`src/rtl/bch_dec_seq.sv`:
```
// BCH(15,7,t=2) sequential decode controller over GF(16), primitive polynomial x^4+x+1.
// Latency: out_valid rises 16 edges after accept (zero S1) or 17 edges (Chien path).
// Backpressure: one word in flight; in_ready only in IDLE, and the result is held in OUT until out_ready.
//
// Ports:
//   clk, rst                 clock, synchronous active-high reset
//   in_valid/in_ready        received-word handshake, in_codeword[14:0] (bit i = coeff of x^i)
//   lambda1/lambda2          registered error-locator coefficients driven to the external Chien block
//   chien_error_vector/found Chien result, sampled at the end of the CHIEN cycle
//   out_valid/out_ready      result handshake with out_codeword, out_data (= out_codeword[14:8]), out_status
//   out_status               0 clean, 1 one error fixed, 2 two errors fixed, 3 uncorrectable
// Optional: define BCH_DEC_STATS_EN to add saturating cnt_corrected / cnt_uncorrectable outputs.

module bch_dec_seq (
    input  logic        clk,
    input  logic        rst,
    input  logic        in_valid,
    output logic        in_ready,
    input  logic [14:0] in_codeword,
    output logic [3:0]  lambda1,
    output logic [3:0]  lambda2,
    input  logic [14:0] chien_error_vector,
    input  logic        chien_error_found,
    output logic        out_valid,
    input  logic        out_ready,
    output logic [14:0] out_codeword,
    output logic [6:0]  out_data,
    output logic [1:0]  out_status
`ifdef BCH_DEC_STATS_EN
    ,
    output logic [15:0] cnt_corrected,
    output logic [15:0] cnt_uncorrectable
`endif
);

    localparam int N = 15;
    localparam int K = 7;

    // GF(16) multiply: shift-and-add, reducing x^4 to x+1.
    function automatic logic [3:0] gf_mult(input logic [3:0] a, input logic [3:0] b);
        logic [3:0] p;
        logic [3:0] aa;
        p  = 4'h0;
        aa = a;
        for (int i = 0; i < 4; i++) begin
            if (b[i]) p = p ^ aa;
            aa = {aa[2:0], 1'b0} ^ (aa[3] ? 4'h3 : 4'h0);
        end
        return p;
    endfunction

    // a^e for small exponents (e < 15).
    function automatic logic [3:0] gf_pow(input logic [3:0] a, input logic [3:0] e);
        logic [3:0] p;
        p = 4'h1;
        for (int i = 0; i < 15; i++) begin
            if (i < int'(e)) p = gf_mult(p, a);
        end
        return p;
    endfunction

    function automatic logic [3:0] popcount15(input logic [14:0] v);
        logic [3:0] c;
        c = 4'h0;
        for (int i = 0; i < 15; i++) begin
            c = c + {3'b000, v[i]};
        end
        return c;
    endfunction

    typedef enum logic [2:0] {
        IDLE  = 3'd0,
        SYND  = 3'd1,
        CALC  = 3'd2,
        CHIEN = 3'd3,
        OUT   = 3'd4
    } state_t;

    state_t      state;
    state_t      next_state;

    logic [N-1:0] r;
    logic [3:0]   s1;
    logic [3:0]   s3;
    logic [3:0]   cnt;

    // Locator math for the CALC cycle. S1^-1 = S1^14 = S1^2 * S1^4 * S1^8.
    logic [3:0] s1_sq;
    logic [3:0] s1_p4;
    logic [3:0] s1_p8;
    logic [3:0] s1_inv;
    logic [3:0] s1_cube;
    logic [3:0] lam2_calc;

    always_comb begin
        s1_sq     = gf_mult(s1, s1);
        s1_p4     = gf_mult(s1_sq, s1_sq);
        s1_p8     = gf_mult(s1_p4, s1_p4);
        s1_inv    = gf_mult(gf_mult(s1_sq, s1_p4), s1_p8);
        s1_cube   = gf_pow(s1, 4'd3);
        lam2_calc = gf_mult(s3 ^ s1_cube, s1_inv);
    end

    // Chien outcome: the locator degree tells how many roots must be found;
    // any other count means the error pattern is beyond t=2.
    logic [1:0] exp_roots;
    logic       root_match;

    always_comb begin
        exp_roots  = (lambda2 == 4'h0) ? 2'd1 : 2'd2;
        root_match = chien_error_found &&
                     (popcount15(chien_error_vector) == {2'b00, exp_roots});
    end

    // State register
    always_ff @(posedge clk) begin
        if (rst) state <= IDLE;
        else     state <= next_state;
    end

    // Next-state logic
    always_comb begin
        next_state = state;
        case (state)
            IDLE:    if (in_valid) next_state = SYND;
            SYND:    if (cnt == 4'd0) next_state = CALC;
            CALC:    next_state = (s1 == 4'h0) ? OUT : CHIEN;
            CHIEN:   next_state = OUT;
            OUT:     if (out_ready) next_state = IDLE;
            default: next_state = IDLE;
        endcase
    end

    // Handshake outputs
    always_comb begin
        in_ready  = (state == IDLE);
        out_valid = (state == OUT);
    end

    // Datapath. Syndromes are Horner evaluations of R at alpha and alpha^3,
    // fed from the top bit down so the final value is sum(R[i] * alpha^i).
    always_ff @(posedge clk) begin
        if (rst) begin
            r            <= '0;
            s1           <= 4'h0;
            s3           <= 4'h0;
            cnt          <= 4'd0;
            lambda1      <= 4'h0;
            lambda2      <= 4'h0;
            out_codeword <= '0;
            out_status   <= 2'd0;
        end else begin
            case (state)
                IDLE: begin
                    if (in_valid) begin
                        r   <= in_codeword;
                        s1  <= 4'h0;
                        s3  <= 4'h0;
                        cnt <= 4'd14;
                    end
                end
                SYND: begin
                    s1  <= gf_mult(s1, 4'h2) ^ {3'b000, r[cnt]};
                    s3  <= gf_mult(s3, 4'h8) ^ {3'b000, r[cnt]};
                    cnt <= cnt - 4'd1;
                end
                CALC: begin
                    if (s1 == 4'h0) begin
                        // S1=0 with S3!=0 cannot come from one or two errors.
                        out_codeword <= r;
                        out_status   <= (s3 == 4'h0) ? 2'd0 : 2'd3;
                    end else begin
                        lambda1 <= s1;
                        lambda2 <= lam2_calc;
                    end
                end
                CHIEN: begin
                    if (root_match) begin
                        out_codeword <= r ^ chien_error_vector;
                        out_status   <= exp_roots;
                    end else begin
                        out_codeword <= r;
                        out_status   <= 2'd3;
                    end
                end
                default: ;
            endcase
        end
    end

    assign out_data = out_codeword[N-1:N-K];

`ifdef BCH_DEC_STATS_EN
    logic out_hs;
    assign out_hs = (state == OUT) && out_ready;

    always_ff @(posedge clk) begin
        if (rst) begin
            cnt_corrected     <= 16'h0000;
            cnt_uncorrectable <= 16'h0000;
        end else if (out_hs) begin
            if (out_status == 2'd3) begin
                if (cnt_uncorrectable != 16'hFFFF) cnt_uncorrectable <= cnt_uncorrectable + 16'd1;
            end else if (out_status != 2'd0) begin
                if (cnt_corrected != 16'hFFFF) cnt_corrected <= cnt_corrected + 16'd1;
            end
        end
    end
`endif

endmodule

```
`config.mk`:
```
export PLATFORM = sky130hd
export DESIGN_NAME = bch_dec_seq
export DESIGN_NICKNAME = d
export VERILOG_FILES = /design/src/rtl/bch_dec_seq.sv
export SDC_FILE = /design/constraint.sdc
export NUM_CORES = 1
export LEC_CHECK = 0
export CAP_MARGIN = 15
export CORE_UTILIZATION = 45
export CTS_BUF_LIST = sky130_fd_sc_hd__clkbuf_8
export CTS_CLUSTER_DIAMETER = 60
export DETAILED_ROUTE_END_ITERATION = 16
export PLACE_DENSITY_LB_ADDON = 0.3
export SYNTH_ARGS = -nofsm -noshare
export SYNTH_HDL_FRONTEND = slang
export SYNTH_SLANG_ARGS = --single-unit
```
`constraint.sdc`:
```
create_clock -name clk -period 8.32 [get_ports clk]
set_input_delay 1.664 -clock clk [delete_from_list [all_inputs] [get_ports clk]]
set_output_delay 1.664 -clock clk [all_outputs]
set_load 0.01 [all_outputs]
```
==> impl_metrics.ini, run 1 <==
[worst_setup_path]
crit_required_ps = 8480
crit_family = XOR/XNOR gates
cp-start-kind = flip-flop
reg2reg_depth = 22
path_common_cell = ha_1
crit_cells = 22
cp-end-kind = flip-flop
timing.critical_path.buf_inv = 3
regToRegSetupSlack_ps = 1180
slowest_delay_ps = 850
crit_fanout = 20
setup.worst_path.class = reg2reg
crit_arrival_ps = 7300
cp_slowest_cell = ha_1
critical_path.cell_chain = ha_1 -> nand2_2 -> xnor2_4 -> inv_4 -> ha_1 -> inv_1 -> xnor3_1 -> mux2i_1 -> xnor2_1 -> inv_1 -> ha_1 -> xnor3_1 -> nor2_1 -> a211oi_1 -> or2_1 -> or3_1 -> a32o_1 -> a211oi_2 -> o21ai_1 -> xor2_1 -> xnor2_1 -> a211oi_2

[sta]
fin_setup_tns_ps = 0
relSlewSlack_pct = 29.3
setup_viol = 0
fin_worst_skew_ps = 7.62
tightest_slew_ps = 1060
max_freq_mhz = 140
slew_violations = 0
period_share_pct = 85.8
finalHoldViolations = 0
period_minus_slack_ps = 7140
setup_slack_ps = 1180
rsz0062_at_grt = false

[yosys]
yosysTopAreaCell = dfxtp_1
syn_nets = 693
synth.ff_latch_count = 55
synthArstFlopShare_pct = 0
synth_edf_count = 0
syn_area_per_cell_um2 = 8.25
synthCells = 638
synth_top_area_share_pct = 20.9
synthDistinctLibCells = 96
ys_warn_count = 0
synth_ff_type = dfxtp_1
synthTopCellsByArea = dfxtp_1 (21%), nand2_1 (6.4%), xnor2_1 (5.8%)
yosysSeqAreaShare_pct = 20.9
syn_area_um2 = 5260

[power_and_ir_drop]
p_leak_nw = 2.09
peakVddDrop_uv = 154
cellPowerDensity_nw_per_um2 = 158

[finish]
antennaDiodeCount = 0
nets = 729
layoutNonFillerInstCount = 818
drive_above_1_share_pct = 9.63
area_delta_synth_final_pct = 14.6
fin_util_pct = 52.8

[routing]
ant_nets = 0
drc = 0
routed_wl_um = 13300
via_count = 4758
wl_per_cell_um = 16.3
via_per_inst = 5.82
first_iter_violations = 479
drt_pass1_iterations = 5

[floorplan]
start_util_pct = 46.1
rows = 39
pin_count = 69
core_area_um2 = 11400
die_x_um = 110
dieHeight_um = 110
dieArea_um2 = 12100

[clock_tree]
clk_latency_ps = 320
post_cts_buffers = 0
postCtsHoldBufs = 0
root_buffer = clkbuf_8
cts_resized = 0
cts_buffers = 5
cts_tree = yes
htree_levels = 2
cts.sinks = 55
cts_buffer_depth = 2
clk_pin_slew_ps = 100

[placement]
io_buffers = 68
placedCellCount = 810
place_ws_ps = 1290
gp_congestion = 0.894
post-dp-hpwl_um = 10000

[global_routing]
grt.total_usage_pct = 22.5
grt_pass1_vias = 4369
antenna_found_initial = 0
grt_overflow = 0
grt_max_degree = 58
grt_first_pass_wirelength_um = 21500

[hold_path]
holdPathStages = 2
hp-class = reg2reg

[run]
drv_cap = 0

[run_status]
status = finished, final reports clean
## worst reg2reg max path: stages (launching register included)
cell	delay, ps
dfxtp_1	320
ha_1	850
nand2_2	270
xnor2_4	380
inv_4	160
ha_1	730
inv_1	390
xnor3_1	490
mux2i_1	290
xnor2_1	210
inv_1	70
ha_1	330
xnor3_1	440
nor2_1	110
a211oi_1	100
or2_1	280
or3_1	370
a32o_1	290
a211oi_2	260
o21ai_1	120
xor2_1	260
xnor2_1	170
a211oi_2	90
## cell type report
cell class | count | area (um2)
Fill cell | 1067 | 5390
Multi-Input combinational cell | 508 | 3810
Sequential cell | 55 | 1100
Timing Repair Buffer | 75 | 728
Tap cell | 143 | 179
Inverter | 29 | 111
Clock buffer | 7 | 96.3
Clock inverter | 1 | 3.75
## report_power, final
group	leakage, nW	switching [mW]	internal, mW	total [mW]
clock network	0.0557	0.0877	0.0750	0.163
logic	1.59	0.236	0.200	0.436
registers	0.448	0.0492	0.306	0.356
## cell families after synthesis
kind of cell               after synthesis  share of synthesized area [%]
AOI/OAI and AO/OA                      166                           22.8
xor gates and xnor gates                76                           17.2
adders and majority gates               20                           6.18
buffers and inverters                   75                           6.68
DFF                                     55                           20.9
muxes                                   21                           5.54
and+or+nand+nor                        225                           20.7
## synthesized netlist by cell type (all sizes together), types with 6 or more instances
cell type	instances
nand2	92
dfxtp	55
nor2	52
a21oi	42
xnor2	42
a211oi	30
inv	29
xor2	29
o21ai	28
clkbuf	25
buf	21
nor3	20
mux2i	15
nand3	15
fa	10
ha	10
o211ai	9
nor2b	8
a31oi	6
nand3b	6
## placed cells by master, fill, tap and decap left out, types with 19 or more instances in the layout
cell             instances
nand2_1                 90
clkdlybuf4s50_1         67
dfxtp_1                 55
nor2_1                  50
a21oi_1                 41
xnor2_1                 35
inv_1                   27
xor2_1                  24
a211oi_1                24
o21ai_0                 22
nor3_1                  19
## flip-flops by register name, summed over array words and instances (netlist names)
name          count
s3                4
lambda2           4
lambda1           4
s1                4
state             3
cnt               4
out_status        2
r                15
out_codeword     15
## metal layers
metal | global-route usage, % | routed length (um) | vias up
met1 | 30.9 | 6110 | 2255
met2 | 36.8 | 6390 | 153
met5 | 0 | 0 | -
met4 | 5.92 | 192 | 0
met3 | 3.29 | 624 | 25
li1 | - | - | 2325
## per-stage QoR
step / total power, mW / area [um2] / hold WS, ps
after global placement: 0.776 / 5930 / 447
after detailed placement: 0.789 / 5930 / 449
after floorplan: 0.653 / 5260 / 458
after CTS: 0.954 / 6030 / 462
final: 0.954 / 6030 / 458
after global routing: 1.03 / 6030 / 479
## final timing paths
check | startpoint | endpoint
setup / recovery | s1[0] | lambda2[2]
hold / removal | lambda1[2] | lambda1[2]
setup reg to reg | s1[0] | lambda2[2]
hold reg to reg | lambda1[2] | lambda1[2]
Note: power is estimated with default switching activity, not from simulation.
==> run 2, diff against run 1 <==
Clock period 8.32 ns to 5.9 ns, I/O delays scaled along.
==> run 2 against run 1 <==
First-iteration DRC count decreased by 28%. Worst hold slack improved by 4.2 ps. Largest power group unchanged. Clock-buffer cell count decreased by 2. Setup slack got worse by 910 ps. Register-to-register slack got worse by 910 ps. Largest cell class unchanged. Sequential power increased by 43%.
==> impl_metrics.ini, run 2 (synthesized netlist as in run 1, its figures left out) <==
[routing]
drc = 0
drt_pass1_iterations = 4
ant_nets = 0
wl_per_cell_um = 16.0
via_per_inst = 5.73
via_count = 4798
first_iter_violations = 345
routed_wl_um = 13400

[placement]
io_buffers = 68
placedCellCount = 826
gp_congestion = 0.863
post-dp-hpwl_um = 10300
place_ws_ps = -333

[worst_setup_path]
critical_path.cell_chain = ha_2 -> xnor2_2 -> a21oi_2 -> xnor2_1 -> ha_1 -> buf_4 -> a21bo_2 -> mux2i_4 -> xor2_2 -> inv_2 -> ha_1 -> xnor3_1 -> nand2_1 -> o211a_1 -> or2_1 -> or3_1 -> a32o_1 -> a211oi_2 -> o21ai_1 -> xor2_1 -> xnor2_1 -> a211oi_2
crit_family = compound AO/OA/AOI/OAI gates
crit_required_ps = 6060
slowest_delay_ps = 410
setup.worst_path.class = reg2reg
timing.critical_path.buf_inv = 2
crit_arrival_ps = 5790
crit_fanout = 18
cp-end-kind = flip-flop
cp_slowest_cell = xnor3_1
cp-start-kind = flip-flop

[sta]
relSlewSlack_pct = 27.9
period_minus_slack_ps = 5630
fin_worst_skew_ps = 10.7
max_freq_mhz = 178
setup_viol = 0
tightest_slew_ps = 1080
period_share_pct = 95.4
setup_slack_ps = 271
finalHoldViolations = 0
fin_setup_tns_ps = 0
slew_violations = 0

[floorplan]
core_area_um2 = 11400
rows = 39
pin_count = 69
dieHeight_um = 110
start_util_pct = 46.1
dieArea_um2 = 12100
die_x_um = 110

[run]
drv_cap = 0

[global_routing]
grt_max_degree = 58
antenna_found_initial = 0
grt_first_pass_wirelength_um = 21200
grt.total_usage_pct = 22.2
grt_pass1_vias = 4363
grt_overflow = 0

[clock_tree]
cts.sinks = 55
cts_buffer_depth = 2
clk_pin_slew_ps = 100
cts_buffers = 5
root_buffer = clkbuf_8
postCtsHoldBufs = 0
htree_levels = 2
cts_tree = yes
clk_latency_ps = 310

[finish]
num-fill-cells = 1065
drive_above_1_share_pct = 14.1
area_delta_synth_final_pct = 19.3
fin_util_pct = 55.0
nets = 748
top_regs = out_codeword: 15 flops, r: 15 flops
mostFrequentLayoutCells = nand2_1 (90), clkdlybuf4s50_1 (61), dfxtp_1 (54)
final_common_cell = nand2_1
antennaDiodeCount = 0
layoutNonFillerInstCount = 837

[run_status]
status = finished, final reports clean

[power_and_ir_drop]
p_total_mw = 1.39
peakVddDrop_uv = 216
p_leak_nw = 2.26
cellPowerDensity_nw_per_um2 = 221

[hold_path]
hp-class = reg2reg
-- run 2: cell count changes in the layout (fill, tap and decap cells not counted), moves of 3 or more --
cell / before / now
a211oi_2: 5 / 9
clkdlybuf4s50_1: 67 / 61
buf_6: 0 / 3
dlymetal6s2s_1: 0 / 6
a211oi_1: 24 / 20
buf_4: 7 / 22
-- run 2: worst min-delay path, stage by stage, from the launching register on --
cell and delay [ps]:
dfxtp_1 320, nand2_1 50, a21oi_1 50
-- run 2: final timing paths --
kind / end / startpoint / depth (start not counted) / slack (ps)
setup / recovery: lambda2[2] / s1[0] / 22 / 270
hold / removal: lambda1[3] / lambda1[3] / 2 / 460
setup reg to reg: lambda2[2] / s1[0] / 22 / 270
hold reg to reg: lambda1[3] / lambda1[3] / 2 / 460
-- run 2: final cells by class --
cell class	count	area (um2)	area share, %
Inverter	29	111	1.77
Clock inverter	3	43.8	0.697
Tap cell	143	179	2.85
Sequential cell	55	1100	17.6
Clock buffer	5	68.8	1.10
Multi-Input combinational cell	508	3870	61.6
Timing Repair Buffer	94	905	14.4
-- run 2: stage by stage --
step | area, um2 | hold WS (ps)
global placement | 6050 | 453
CTS | 6170 | 464
finish | 6280 | 462
detailed placement | 6050 | 450
global route | 6280 | 486
floorplan | 5260 | 458
-- run 2: repair_timing --
item / CTS / global route
resized for setup: 3 / 26
setup endpoints to repair: 2 / 19
buffers inserted: 0 / 2
pin swaps: 0 / 22
cloned: 1 / 0
-- run 2: metal layers --
metal / part of all wire (%) / GRT usage (%)
met1: 46 / 30.3
met2: 51 / 38.2
met3: 3.2 / 2.94
met4: 0.61 / 2.73
met5: 0 / 0
-- run 2: report_power, final --
| group | internal (mW) | switching [mW] |
|---|---|---|
| sequential | 0.432 | 0.0758 |
| clock | 0.126 | 0.123 |
| combinational | 0.294 | 0.339 |
==> run 3, diff against run 2 <==
Settings changed: PLACE_DENSITY from default to 0.78, PLACE_DENSITY_LB_ADDON 0.3 to default.
==> run 3 against run 2 <==
The flow now finishes with violations (DRC). First-iteration DRC count grew 39%. Register-to-register slack gained 40 ps. Cell area shrank 0.34%. Clock power shrank 12%. Sequential share of layout area is essentially flat. Final cell count shrank 0.36%. Critical path depth shrank 4.
==> impl_metrics.ini, run 3 (synthesized netlist as in run 1, its figures left out) <==
[run_status]
status = finished, violations left
violations = DRC

[finish]
nets = 745
layoutNonFillerInstCount = 834
mostFrequentLayoutCells = nand2_1 (90), clkdlybuf4s50_1 (61), dfxtp_1 (55)
area_delta_synth_final_pct = 18.9
final_common_cell = nand2_1
final_cell_area_um2 = 6260
antennaDiodeCount = 0
num-fill-cells = 1034
top_regs = out_codeword: 15 flops, r: 15 flops
drive_above_1_share_pct = 13.9

[routing]
drt_pass1_iterations = 13
wl_per_cell_um = 16.3
first_iter_violations = 478
ant_nets = 0
via_per_inst = 5.79
routed_wl_um = 13600
drc = 2
via_count = 4829

[clock_tree]
clk_latency_ps = 320
htree_levels = 2
cts_buffer_depth = 2
cts_buffers = 5
cts_tree = yes
cts.sinks = 55
clk_pin_slew_ps = 110
root_buffer = clkbuf_8

[global_routing]
antenna_found_initial = 0
grt_overflow = 0
grt_most_used_layer = met2
grt.total_usage_pct = 21.6
met3_usage_pct = 2.23
grt_max_degree = 58
grt_pass1_vias = 4471
use_met1_pct = 27.1
grt_first_pass_wirelength_um = 20900
grtUsageMet2_pct = 38.4

[floorplan]
dieHeight_um = 110
start_util_pct = 46.1
pin_count = 69
die_x_um = 110
core_area_um2 = 11400
rows = 39
dieArea_um2 = 12100

[placement]
gp_congestion = 0.875
post_dp_cell_area_um2 = 6020
placedCellCount = 822
post-dp-hpwl_um = 10300
io_buffers = 68

[power_and_ir_drop]
swShare_pct = 40.3
power_switching_uw = 549
peakVddDrop_uv = 175
pwr-share-clk_pct = 16.1
cellPowerDensity_nw_per_um2 = 218
p_int_uw = 813
p_leak_nw = 2.23
pwr-share-comb_pct = 46.8
seqPwrFrac_pct = 37.1

[sta]
slew_violations = 0
period_minus_slack_ps = 5770
setup_viol = 0
max_freq_mhz = 173
fin_worst_skew_ps = 12.9
finalHoldViolations = 0
relSlewSlack_pct = 27.7
fin_setup_tns_ps = 0
tightest_slew_ps = 1080
period_share_pct = 97.8

[worst_setup_path]
regToRegSetupSlack_ps = 310
endpoint = out_codeword[0]
startpoint = chien_error_vector[5]
setup.worst_path.class = in2reg
crit_required_ps = 6100
cp-end-kind = flip-flop
reg2reg_to = lambda2[3]
crit_arrival_ps = 5970
reg2reg_depth = 22
cp-start-kind = input port
crit_fanout = 8
r2r-start = s1[3]

[hold_path]
hp-class = reg2reg

[run]
drv_cap = 0
## run 3: cell count changes in the layout (fill, tap and decap cells not counted), sizes merged
| cell | change |
|---|---|
| buf | -3 |
| bufinv | -1 |
| clkinv | -1 |
| clkinvlp | +1 |
| inv | +1 |
## run 3: final cells by class
class                      instances  area (um2)  area share, %
multi-input combinational        508        3890           62.2
inverter                          29         111           1.78
clock buffer                       5        68.8           1.10
tap                              143         179           2.86
clock inverter                     3        23.8          0.380
timing repair buffer              91         882           14.1
sequential                        55        1100           17.6
## run 3: critical path: stages
cell and delay [ps]:
dlymetal6s2s_1 150, fa_1 570, fa_1 440, fa_1 510, inv_1 50, fa_1 490, inv_1 60, fa_2 340
inv_2 60, fa_1 410, or3_4 370, a21oi_2 130, nand3b_1 130, nor3_2 290, buf_4 220, nand2_1 80
xor2_1 160, a211oi_1 330
## run 3: per-layer routing
metal | part of all wire [%] | vias up
li1 | - | 2355
met1 | 43 | 2306
met2 | 50 | 138
met3 | 4.0 | 30
met4 | 2.5 | 0
met5 | 0 | -
## run 3: power by group through the flow
| stage | Sequential (mW) | Clock [mW] | Combinational, mW |
|---|---|---|---|
| final | 0.506 | 0.219 | 0.637 |
| after CTS | 0.504 | 0.223 | 0.610 |
| after global routing | 0.515 | 0.235 | 0.706 |
| after floorplan | 0.490 | 0 | 0.431 |
| after global placement | 0.509 | 0 | 0.583 |
| after detailed placement | 0.513 | 0 | 0.607 |
## run 3: worst min path at each step
stage	from	cells past startpoint	endpoint	slack, ps
after global placement	lambda1[3]	2	lambda1[3]	460
after CTS	lambda1[2]	2	lambda1[2]	470
final	lambda1[2]	2	lambda1[2]	480
after global routing	lambda1[3]	2	lambda1[3]	510
after detailed placement	lambda1[2]	2	lambda1[2]	460
after floorplan	r[12]	2	r[12]	460
## run 3: repair_timing
| action | in CTS | in global routing |
|---|---|---|
| setup buffers | 0 | 2 |
| setup endpoints to repair | 0 | 19 |
| hold buffers | 0 | 0 |
| gates resized for setup | 0 | 29 |
## run 3: per-stage QoR
stage	total power [mW]	utilization, %	hold slack [ps]	worst slack (ps)
after floorplan	0.921	-	458	47.8
after global placement	1.09	52.7	455	-181
final	1.36	54.8	476	131
after detailed placement	1.12	52.7	459	-330
after CTS	1.34	53.6	473	0.144
after global routing	1.46	54.8	512	-16.8
